$ cat config.mk
export PLATFORM = sky130hd
export DESIGN_NAME = hwag_flat
export DESIGN_NICKNAME = d
export VERILOG_FILES = /design/src/rtl/hwag_if.sv /design/src/rtl/hwag.sv /design/src/flat_wrapper.sv
export SDC_FILE = /design/constraint.sdc
export NUM_CORES = 1
export LEC_CHECK = 0
export CORE_MARGIN = 2
export CORE_UTILIZATION = 31
export CTS_CLUSTER_DIAMETER = 60
export DETAILED_ROUTE_END_ITERATION = 16
export PLACE_DENSITY = 0.52
export SYNTH_ARGS = -nofsm -noshare
export SYNTH_HDL_FRONTEND = slang
export SYNTH_SLANG_ARGS = --single-unit
$ cat constraint.sdc
create_clock -name clk -period 8.3 [get_ports clk]
set_input_delay 1.245 -clock clk [delete_from_list [all_inputs] [get_ports clk]]
set_output_delay 1.245 -clock clk [all_outputs]
set_load 0.01 [all_outputs]
$ cat src/rtl/hwag_if.sv
// Crank-wheel I/O bundle for the angle generator: capture input, synchronized echo,
// status LEDs and the two coil drivers.
interface hwag_if;
    logic cap_in;
    logic cap_out;
    logic led1_out;
    logic led2_out;
    logic coil14_out;
    logic coil23_out;

    modport master (
        output cap_in,
        input  cap_out, led1_out, led2_out, coil14_out, coil23_out
    );

    modport slave (
        input  cap_in,
        output cap_out, led1_out, led2_out, coil14_out, coil23_out
    );
endinterface

$ cat src/rtl/hwag.sv
// Hardware angle generator: locks onto a 60-2 crank wheel, interpolates a 12-bit crank
// angle between teeth and drives two wasted-spark coil dwell windows.
module hwag #(
    parameter int unsigned MIN_CAP  = 128,
    parameter int unsigned MAX_CAP  = 65535,
    parameter int unsigned THNB     = 57,
    parameter int unsigned STWD     = 4,
    parameter int unsigned THVL     = 2,
    parameter int unsigned ATOP     = 3839,
    parameter int unsigned IGN_CHRG = 1024,
    parameter int unsigned IGN_ANG  = 3830
) (
    input  logic  clk,
    input  logic  rst,
    hwag_if.slave bus
);
    localparam int unsigned ASPAN  = ATOP + 1;
    localparam int unsigned W14_LO = (IGN_ANG + ASPAN - (IGN_CHRG % ASPAN)) % ASPAN;
    localparam int unsigned W14_HI = IGN_ANG % ASPAN;
    localparam int unsigned W23_LO = (W14_LO + ASPAN / 2) % ASPAN;
    localparam int unsigned W23_HI = (W14_HI + ASPAN / 2) % ASPAN;
    localparam int unsigned TW     = $clog2(THNB + 1);
    localparam logic [16:0] SAT    = 17'(MAX_CAP + 1);

    typedef enum logic [1:0] {WAIT, SEARCH, SYNC} state_t;

    state_t        state;
    logic          s1, s2, s3;
    logic [16:0]   cnt;
    logic [16:0]   p_cur;
    logic [7:0]    disc;
    logic [TW-1:0] tooth;
    logic [10:0]   sub;
    logic [11:0]   angle;
    logic          led1, led2, coil14, coil23;

    logic          cap_ok, stall, gap, last_tooth, tick, leave_sync;
    logic [19:0]   gap_thr;
    logic [10:0]   step;
    logic [11:0]   limit;

    // Window may wrap through angle 0 when lo > hi.
    function automatic logic in_win(logic [11:0] a, int unsigned lo, int unsigned hi);
        if (lo <= hi)
            return (32'(a) >= lo) && (32'(a) < hi);
        else
            return (32'(a) >= lo) || (32'(a) < hi);
    endfunction

    // p_cur still holds the previous period here, so it plays the role of P_prev.
    always_comb begin
        cap_ok     = s2 && !s3 && (cnt >= 17'(MIN_CAP));
        stall      = (cnt == SAT);
        gap_thr    = 20'(THVL) * 20'(p_cur);
        gap        = 20'(cnt) >= gap_thr;
        last_tooth = (tooth == TW'(THNB));
        step       = (p_cur[16:6] == '0) ? 11'd1 : p_cur[16:6];
        tick       = (state == SYNC) && (sub == step - 11'd1);
        limit      = last_tooth ? 12'(ATOP) : ((12'(tooth) << 6) | 12'd63);
        leave_sync = (state == SYNC) && (stall || (cap_ok && (gap != last_tooth)));
    end

    always_ff @(posedge clk) begin
        if (rst) begin
            s1     <= 1'b0;
            s2     <= 1'b0;
            s3     <= 1'b0;
            cnt    <= '0;
            p_cur  <= '0;
            state  <= WAIT;
            disc   <= '0;
            tooth  <= '0;
            sub    <= '0;
            angle  <= '0;
            led1   <= 1'b0;
            led2   <= 1'b0;
            coil14 <= 1'b0;
            coil23 <= 1'b0;
        end else begin
            s1 <= bus.cap_in;
            s2 <= s1;
            s3 <= s2;

            if (cap_ok) begin
                cnt   <= 17'd1;
                p_cur <= cnt;
            end else if (!stall) begin
                cnt <= cnt + 17'd1;
            end

            coil14 <= (state == SYNC) && !leave_sync && in_win(angle, W14_LO, W14_HI);
            coil23 <= (state == SYNC) && !leave_sync && in_win(angle, W23_LO, W23_HI);

            if (stall) begin
                state <= WAIT;
                disc  <= '0;
                tooth <= '0;
                sub   <= '0;
                angle <= '0;
                led1  <= 1'b0;
            end else begin
                case (state)
                    WAIT: begin
                        if (cap_ok) begin
                            if (disc == 8'(STWD - 1)) begin
                                disc  <= '0;
                                state <= SEARCH;
                            end else begin
                                disc <= disc + 8'd1;
                            end
                        end
                    end
                    SEARCH: begin
                        if (cap_ok && gap) begin
                            state <= SYNC;
                            tooth <= '0;
                            angle <= '0;
                            sub   <= '0;
                            led1  <= 1'b1;
                            led2  <= ~led2;
                        end
                    end
                    SYNC: begin
                        // A capture always wins over a coincident angle tick.
                        if (cap_ok) begin
                            sub <= '0;
                            if (gap != last_tooth) begin
                                state <= WAIT;
                                tooth <= '0;
                                angle <= '0;
                                led1  <= 1'b0;
                            end else if (last_tooth) begin
                                tooth <= '0;
                                angle <= '0;
                                led2  <= ~led2;
                            end else begin
                                tooth <= tooth + TW'(1);
                                angle <= 12'(tooth + TW'(1)) << 6;
                            end
                        end else if (tick) begin
                            sub <= '0;
                            if (angle < limit)
                                angle <= angle + 12'd1;
                        end else begin
                            sub <= sub + 11'd1;
                        end
                    end
                    default: state <= WAIT;
                endcase
            end
        end
    end

    assign bus.cap_out    = s2;
    assign bus.led1_out   = led1;
    assign bus.led2_out   = led2;
    assign bus.coil14_out = coil14;
    assign bus.coil23_out = coil23;
endmodule

$ cat src/flat_wrapper.sv
// flat-port wrapper written by rule: the top's interface ports become plain ports
module hwag_flat 
#(
    parameter int unsigned MIN_CAP  = 128,
    parameter int unsigned MAX_CAP  = 65535,
    parameter int unsigned THNB     = 57,
    parameter int unsigned STWD     = 4,
    parameter int unsigned THVL     = 2,
    parameter int unsigned ATOP     = 3839,
    parameter int unsigned IGN_CHRG = 1024,
    parameter int unsigned IGN_ANG  = 3830
)
  (clk, rst, bus_cap_in, bus_cap_out, bus_led1_out, bus_led2_out, bus_coil14_out, bus_coil23_out);
  hwag_if bus_i ();
  input  logic clk;
  input  logic rst;
  input wire logic [$bits(bus_i.cap_in)-1:0] bus_cap_in;
  output wire logic [$bits(bus_i.cap_out)-1:0] bus_cap_out;
  output wire logic [$bits(bus_i.led1_out)-1:0] bus_led1_out;
  output wire logic [$bits(bus_i.led2_out)-1:0] bus_led2_out;
  output wire logic [$bits(bus_i.coil14_out)-1:0] bus_coil14_out;
  output wire logic [$bits(bus_i.coil23_out)-1:0] bus_coil23_out;
  assign bus_i.cap_in = bus_cap_in;
  assign bus_cap_out = bus_i.cap_out;
  assign bus_led1_out = bus_i.led1_out;
  assign bus_led2_out = bus_i.led2_out;
  assign bus_coil14_out = bus_i.coil14_out;
  assign bus_coil23_out = bus_i.coil23_out;
  hwag #(.MIN_CAP(MIN_CAP), .MAX_CAP(MAX_CAP), .THNB(THNB), .STWD(STWD), .THVL(THVL), .ATOP(ATOP), .IGN_CHRG(IGN_CHRG), .IGN_ANG(IGN_ANG)) u_core (.clk(clk), .rst(rst), .bus(bus_i));
endmodule
## Word level (Yosys, flattened, before mapping)

Index checks and enable logic that the tools add are counted.

- $lt $le $gt $ge: 7
- $add $sub $neg: 7
- Mux-type cells: 38
- Reduce and logical (&&, ||, !) cells: 26
- Equality and inequality tests: 17
- Bitwise operators: 2

Operator list:

| cell | number |
|---|---|
| $mux W12 | 7 |
| $mux W11 | 4 |
| $mux W6 | 4 |
| $pmux W12 S2 | 1 |
| $pmux W11 S2 | 1 |
| $ge A17 B18 Y1 | 1 |
| $add A17 B1 Y17 const B | 1 |
| $eq A17 B17 Y1 const B | 1 |
| $ge A17 B8 Y1 const B | 1 |
| $add A12 B1 Y12 const B | 1 |
| $add A6 B1 Y6 const B | 2 |
| $ge A12 B10 Y1 const B | 1 |
| $ge A12 B12 Y1 const B | 1 |
| $lt A12 B11 Y1 const B | 1 |
| $lt A12 B12 Y1 | 1 |
| $lt A12 B12 Y1 const B | 1 |
| $ne A2 B1 Y1 const B | 6 |
| $pmux W6 S2 | 1 |
| $add A11 B1 Y11 const B | 1 |
| $eq A11 B11 Y1 | 1 |
| $logic_and A1 B1 Y1 | 11 |
| $logic_not A11 Y1 | 1 |
| $mux W1 | 11 |
| $sub A11 B1 Y11 const B | 1 |
| 24 further kinds | 35 |

- Flip-flop bits (word level): 80
- Output and inout bits: 5

## Logic depth before layout (Yosys ltp)

Gate-level depths: netlist of the first run.

- Depth after elaboration: 9
- Mapped depth: 14

## Least setup slack after synthesis of the first run

No wires, ideal clock.

- Path type: flip-flop to flip-flop
- Start point: reg u_core.p_cur[11]
- End point: reg u_core.angle[6]
- Library setup time: 119 ps
- Data arrival time: 2773 ps
- Path buffers: 2
- Period minus slack after synthesis: 2892 ps
- Data required time: 8181 ps
- Path slack: 5408 ps
- Stages on the path, launching flop included: 13
- Path through: dfxtp_1 nor4_2 a31oi_1 ha_1 or3b_1 buf_2 a211oi_1 a21oi_1 a2111oi_4 nand4_4 and2_1 buf_2 o221a_1

- Word-level cells in the longest chain between the ends: 7
- Elaborated cells between the ends (all ways): 14

Ends and longest elaborated chain:

| what | RTL line | RTL |
|---|---|---|
| from (decl) | hwag.sv:30 | `logic [16:0] p_cur;` |
| from (signal assigned) | hwag.sv:86 | `p_cur <= cnt;` |
| $logic_not A11 Y1 | hwag.sv:57 | `step = (p_cur[16:6] == '0) ? 11'd1 : p_cur[16:6];` |
| $mux W11 | hwag.sv:57 |  |
| $sub A11 B1 Y11 | hwag.sv:58 | `tick = (state == SYNC) && (sub == step - 11'd1);` |
| $eq A11 B11 Y1 | hwag.sv:58 |  |
| $logic_and A1 B1 Y1 | hwag.sv:58 |  |
| $ne A3 B1 Y1 (no source line) | - |  |
| $reduce_and A4 Y1 (no source line) | - |  |
| to (signal assigned) | hwag.sv:138 | `angle <= 12'(tooth + TW'(1)) << 6;` |
| to (signal assigned) | hwag.sv:143 | `angle <= angle + 12'd1;` |
| to (decl) | hwag.sv:34 | `logic [11:0] angle;` |

Several ways; a longest one is shown, not always the timed one.
A chain may end at the register's enable or synchronous reset.

## Final worst setup path of the first run

- Start point: reg u_core.p_cur[14]
- End point: reg u_core.tooth[5]

- Word-level cells in the longest chain between the ends: 5
- Elaborated cells between the ends (all ways): 8

Ends and longest elaborated chain:

| what | RTL line | RTL |
|---|---|---|
| $ge A17 B18 Y1 * | hwag.sv:55 | `gap = 20'(cnt) >= gap_thr;` |
| $ne A1 B1 Y1 | hwag.sv:127 | `if (gap != last_tooth) begin` |
| $mux W6 | hwag.sv:127 |  |
| $mux W6 | hwag.sv:125 | `if (cap_ok) begin` |
| $pmux W6 S2 | hwag.sv:102 | `case (state)` |
| to (signal assigned) | hwag.sv:137 | `tooth <= tooth + TW'(1);` |
| to (decl) | hwag.sv:32 | `logic [TW-1:0] tooth;` |

Mark *: on every way between the ends. The rest lies on a longest branch, timed or not. The select of a mux whose other input is x is not followed.

==> results.sh, run 1 <==
export IMPL_cts_buffers=9
export IMPL_io_buffers=7
export IMPL_syn_to_final_growth_pct=11.2
export IMPL_worstSkewPairLatency_ns=0.35
export IMPL_clock_root_buffer="clkbuf_16"
export IMPL_nFillCells=1645
export IMPL_finClkSkew_ns=0.00833
export IMPL_p_per_area_nw_per_um2=148
export IMPL_dieArea_um2=17200
export IMPL_crit_buf_inv=2
export IMPL_cts_htree_levels=3
export IMPL_min_path_type="flip-flop to flip-flop"
export IMPL_yosysWarnings=0
export IMPL_drive_gt1_share_pct=6.57
export IMPL_ctsResizeCount=0
export IMPL_ys_seq_area_share_pct=31.9
export IMPL_ir_drop_v=0.000107
export IMPL_multi_input_area_um2=3150
export IMPL_drt_pass1_iter_count=5
export IMPL_viasPerCell=5.28
export IMPL_std_cell_rows=46
export IMPL_slew_headroom_pct=26.0
export IMPL_crit_fanout=17
export IMPL_critPathSlowestCell="nor4b_1"
export IMPL_required_ns=8.58
export IMPL_utilization_pct=35.3
export IMPL_cap_violations=0
export IMPL_start_util_pct=31.7
export IMPL_regArea_um2=1600
export IMPL_antenna_found_initial=0
export IMPL_fin_tns_setup_ns=0
export IMPL_period_minus_slack_ns=3.51
export IMPL_cts_setup_buffers=0
export IMPL_fin_nets=656
export IMPL_grt_pass1_wl_um=21200
export IMPL_die_w_um=131
export IMPL_crit_chain="inv_1, ha_1, a21o_1, a211o_1, o32ai_1, a31oi_1, buf_4, nor4b_1, nand3_1, a21oi_1"
export IMPL_yosysTopAreaCell="dfxtp_1"
export IMPL_overflow=0
export IMPL_grtUsageTotal_pct=14.8
export IMPL_synthArstFlopShare_pct=0
export IMPL_wirelength_um=12500
export IMPL_cpPeakStageDelay_ns=0.94
export IMPL_syn_area_um2=5020
export IMPL_synth_ff_type="dfxtp_1"
export IMPL_arrival_ns=3.79
export IMPL_synth_seq_cells=80
export IMPL_gp_congestion=0.855
export IMPL_hold_buffers=0
export IMPL_synth_area_leaders="dfxtp_1, ha_1, a21oi_1"
export IMPL_wl_per_cell_um=14.9
export IMPL_syn_num_nets=658
export IMPL_drc=0
export IMPL_hold_violations=0
export IMPL_dp_hpwl_um=8850
export IMPL_grt_pass1_vias=4283
export IMPL_clk_pin_slew_ns=0.06
export IMPL_final_cell_mix="dfxtp_1, nand2_1, a21oi_1"
export IMPL_critPathTopFamily="compound AO/OA/AOI/OAI gates"
export IMPL_grt_max_degree=31
export IMPL_n_antenna_cell=0
export IMPL_p_leak_nw=1.91
export IMPL_drtIter0Drc=228
export IMPL_core_um2=15800
export IMPL_synth_edf_count=0
export IMPL_synth_top_area_share_pct=31.9
export IMPL_die_h_um=131
export IMPL_tritoncts="built"
export IMPL_crit_type="flip-flop to flip-flop"
export IMPL_rsz0062_at_grt="no"
export IMPL_cts_sinks=80
export IMPL_ioPinCount=8
export IMPL_vias=4435
export IMPL_setup_viol=0
export IMPL_clk_path_buf_depth=2
export IMPL_start_kind="flip-flop"
export IMPL_ys_types=70
export IMPL_netlist_instances=621
export IMPL_synth_avg_cell_area_um2=8.08
export IMPL_worst_slew_pin_slew_ns=1.09
export IMPL_maxSlewViolCount=0
export IMPL_status="finished, final reports clean"
export IMPL_fmax_ghz=0.285
export IMPL_mostFrequentLayoutCell="dfxtp_1"
export IMPL_ant_nets=0
export IMPL_endpoint_kind="flip-flop"
export IMPL_fin_crit_sh_pct=42.3
per-layer routing:
| layer | routed length (µm) | vias to the layer above | share of wire (%) | track usage [%] |
|---|---|---|---|---|
| met5 | 0 | - | 0 | 0 |
| met4 | 180 | 0 | 1.4 | 3.99 |
| met3 | 362 | 16 | 2.9 | 3.78 |
| met2 | 5690 | 63 | 46 | 23.6 |
| met1 | 6250 | 2116 | 50 | 19.9 |
| li1 | - | 2240 | - | - |
cell type report:
cell class | instances | share of cell area (%)
timing repair buffer | 14 | 2.20
tap | 216 | 4.84
inverter | 37 | 2.49
clock buffer | 14 | 4.73
sequential | 80 | 28.7
multi-input combinational | 477 | 56.4
clock inverter | 2 | 0.673
logic make-up (layout without fill, tap and decap cells):
group / Yosys count / count (layout) / synth area share (%)
adders and majority gates: 34 / 34 / 8.48
AOI/OAI and AO/OA: 152 / 152 / 20.9
DFF: 80 / 80 / 31.9
xor gates and xnor gates: 39 / 39 / 6.81
buffers and inverters: 64 / 67 / 5.41
muxes: 5 / 5 / 0.997
and+or+nand+nor: 247 / 247 / 25.5
worst min-delay path, stage by stage (launching register included):
cell     delay, ns
dfxtp_1       0.31
nand2_1       0.05
a21oi_1       0.05
path summary, 6_finish.rpt:
kind                                       start               to  slack (ns)  cells after the start
worst min-delay path             u_core.p_cur[4]  u_core.p_cur[4]        0.45                      2
worst max-delay path            u_core.p_cur[14]  u_core.tooth[5]        4.79                     10
worst max register to register  u_core.p_cur[14]  u_core.tooth[5]        4.79                     10
worst min register to register   u_core.p_cur[4]  u_core.p_cur[4]        0.45                      2
synth_stat cells (5+ instances only):
cell type  instances
nor3_1            12
xnor2_1           22
nand3_1           26
nor2b_1            8
o211ai_1           8
mux2i_1            5
dfxtp_1           80
nand4_1           10
a31oi_1           10
clkbuf_1          16
nor2_1            50
and3_1            10
or4_1             10
a211oi_1           7
inv_1             37
or3_1              5
xor2_1            17
o21ai_0           10
a21oi_1           63
nand2_1           75
buf_2              7
nor4_1             7
a211o_1            5
nand2b_1           5
ha_1              34
o31ai_1           14
state kept, by name, summed over array words and instances (netlist names):
name and flops:
u_core.cnt 17, u_core.p_cur 17, u_core.angle 12, u_core.sub 11
u_core.disc 8, u_core.tooth 6, u_core.state 2, u_core.bus.cap_out 1
u_core.bus.coil14_out 1, u_core.bus.coil23_out 1, u_core.bus.led1_out 1, u_core.bus.led2_out 1
u_core.s1 1, u_core.s3 1
where the power goes:
group | total (W) | switching, W | internal (W)
sequential | 0.000388 | 0.00000214 | 0.000386
combinational | 0.0000222 | 0.0000145 | 0.00000774
clock | 0.000416 | 0.000166 | 0.000250
metrics by stage:
step,worst slack (ns),power (W),std cells,hold WS [ns],instance area (µm²)
2_1_floorplan,5.41,0.000411,621,0.414,5020
3_3_place_gp,4.93,0.000418,824,0.436,5280
3_5_place_dp,4.94,0.000419,824,0.447,5280
4_1_cts,4.90,0.000836,840,0.456,5580
5_1_grt,4.59,0.000856,840,0.467,5580
6_report,4.79,0.000826,840,0.453,5580
(Power assumes the default switching activity.)
==> inputs of run 2 (changes only) <==
Clock period 8.3 ns to 3.6 ns, I/O delays scaled along.
==> run 2 against run 1 <==
Effect of this change:
- count of clock-buffer cells in the layout is 5 lower
- final area up 0.78%
- sequential power up 130%
- total power grew 120%
- first-iteration DRC count increased by 25%
- setup slack worse by 4.5 ns
- non-clock buffer count grew 8
- cell count up 0.95%
- combinational power is 140% higher
- sequential cell count unchanged
- largest power group is now registers
- highest routed layer unchanged
==> results.sh, run 2 (same netlist as run 1, synthesis figures left out) <==
export IMPL_drt_pass1_iter_count=6
export IMPL_grt_pass1_vias=4284
export IMPL_worstSkewPairLatency_ns=0.35
export IMPL_finClkSkew_ns=0.00939
export IMPL_ctsResizeCount=0
export IMPL_hold_buffers=0
export IMPL_tritoncts="built"
export IMPL_syn_to_final_growth_pct=12.1
export IMPL_fmax_ghz=0.304
export IMPL_route_met3_wl_um=439
export IMPL_cts_sinks=80
export IMPL_highest_layer="met4"
export IMPL_dp_cells=832
export IMPL_slew_headroom_pct=58.0
export IMPL_maxSlewViolCount=0
export IMPL_gp_congestion=0.875
export IMPL_wirelength_um=12200
export IMPL_cpPeakStageDelay_ns=0.49
export IMPL_grt_pass1_wl_um=20900
export IMPL_status="finished, final reports clean"
export IMPL_dp_hpwl_um=8990
export IMPL_fin_tns_setup_ns=0
export IMPL_grtUsageTotal_pct=14.6
export IMPL_min_path_type="flip-flop to flip-flop"
export IMPL_hold_ws_ns=0.452
export IMPL_utilization_pct=35.5
export IMPL_hold_violations=0
export IMPL_nFillCells=1633
export IMPL_drc=0
export IMPL_worst_slew_pin_slew_ns=0.631
export IMPL_mostFrequentLayoutCell="dfxtp_1"
export IMPL_viasPerCell=5.24
export IMPL_postPlaceCellArea_um2=5350
export IMPL_final_cell_mix="dfxtp_1, nand2_1, a21oi_1"
export IMPL_endpoint_kind="flip-flop"
export IMPL_ioPinCount=8
export IMPL_cap_violations=0
export IMPL_ir_drop_v=0.000236
export IMPL_required_ns=3.83
export IMPL_antenna_found_initial=0
export IMPL_clk_pin_slew_ns=0.07
export IMPL_crit_buf_inv=0
export IMPL_wl_met1_um=5830
export IMPL_grt_max_degree=35
export IMPL_fin_crit_sh_pct=91.5
export IMPL_ant_nets=0
export IMPL_cts_setup_buffers=0
export IMPL_cts_htree_levels=3
export IMPL_drive_gt1_share_pct=8.23
export IMPL_critPathSlowestCell="dfxtp_1"
export IMPL_dieArea_um2=17200
export IMPL_met2_length_um=5730
export IMPL_fin_cells=848
export IMPL_std_cell_rows=46
export IMPL_vias=4445
export IMPL_stdcell_area_um2=5620
export IMPL_core_um2=15800
export IMPL_biggestRegsByFlops="u_core.cnt x17, u_core.p_cur x17, u_core.angle x12"
export IMPL_overflow=0
export IMPL_period_minus_slack_ns=3.29
export IMPL_setup_viol=0
export IMPL_start_util_pct=31.7
export IMPL_clock_root_buffer="clkbuf_16"
export IMPL_die_h_um=131
export IMPL_clk_path_buf_depth=2
export IMPL_n_antenna_cell=0
export IMPL_crit_fanout=13
export IMPL_io_buffers=7
export IMPL_wl_per_cell_um=14.4
export IMPL_rsz0062_at_grt="no"
export IMPL_fin_nets=664
export IMPL_drtIter0Drc=286
export IMPL_start_kind="flip-flop"
export IMPL_p_per_area_nw_per_um2=321
export IMPL_critPathTopFamily="compound AO/OA/AOI/OAI gates"
export IMPL_die_w_um=131
export IMPL_crit_type="flip-flop to flip-flop"
export IMPL_arrival_ns=3.53
export IMPL_crit_chain="nor4_2, a31oi_1, ha_1, or3b_1, a211oi_1, a21oi_1, a2111oi_4, nand4_4, and2_1, o221a_1"
export IMPL_p_leak_nw=1.95
export IMPL_cts_buffers=9
run 2: cell count changes in the layout (fill, tap and decap cells not counted), sizes merged:
| cell | change |
|---|---|
| bufinv | -1 |
| clkinvlp | +1 |
| clkbuf | -5 |
| inv | +1 |
| clkinv | +4 |
| buf | +8 |
run 2: report_power, final:
| group | switching (W) | internal [W] |
|---|---|---|
| clock | 0.000390 | 0.000467 |
| combinational | 0.0000330 | 0.0000201 |
| sequential | 0.00000479 | 0.000889 |
run 2: through the flow:
stage / total power [W] / worst slack, ns
floorplan: 0.000947 / 0.708
global placement: 0.000967 / 0.423
detailed placement: 0.000968 / 0.329
CTS: 0.00183 / 0.317
global route: 0.00188 / 0.0562
finish: 0.00180 / 0.307
run 2: path summary, 6_finish.rpt:
check                        start                  to  slack [ns]  cells past startpoint
setup / recovery  u_core.p_cur[10]     u_core.angle[9]        0.31                     10
hold / removal           u_core.s1  u_core.bus.cap_out        0.45                      1
setup reg to reg  u_core.p_cur[10]     u_core.angle[9]        0.31                     10
hold reg to reg          u_core.s1  u_core.bus.cap_out        0.45                      1
run 2: cell type report:
type	instances	area, µm²	share of cell area [%]
timing repair buffer	22	195	3.47
tap	216	270	4.81
inverter	37	139	2.47
sequential	80	1600	28.5
multi-input combinational	477	3150	55.9
clock buffer	9	225	4.00
clock inverter	7	47.5	0.845
run 2: metal layers:
metal / track usage (%) / vias to the layer above
met4: 3.80 / 0
met5: 0 / -
met3: 3.86 / 17
li1: - / 2260
met2: 24.1 / 76
met1: 19.1 / 2092
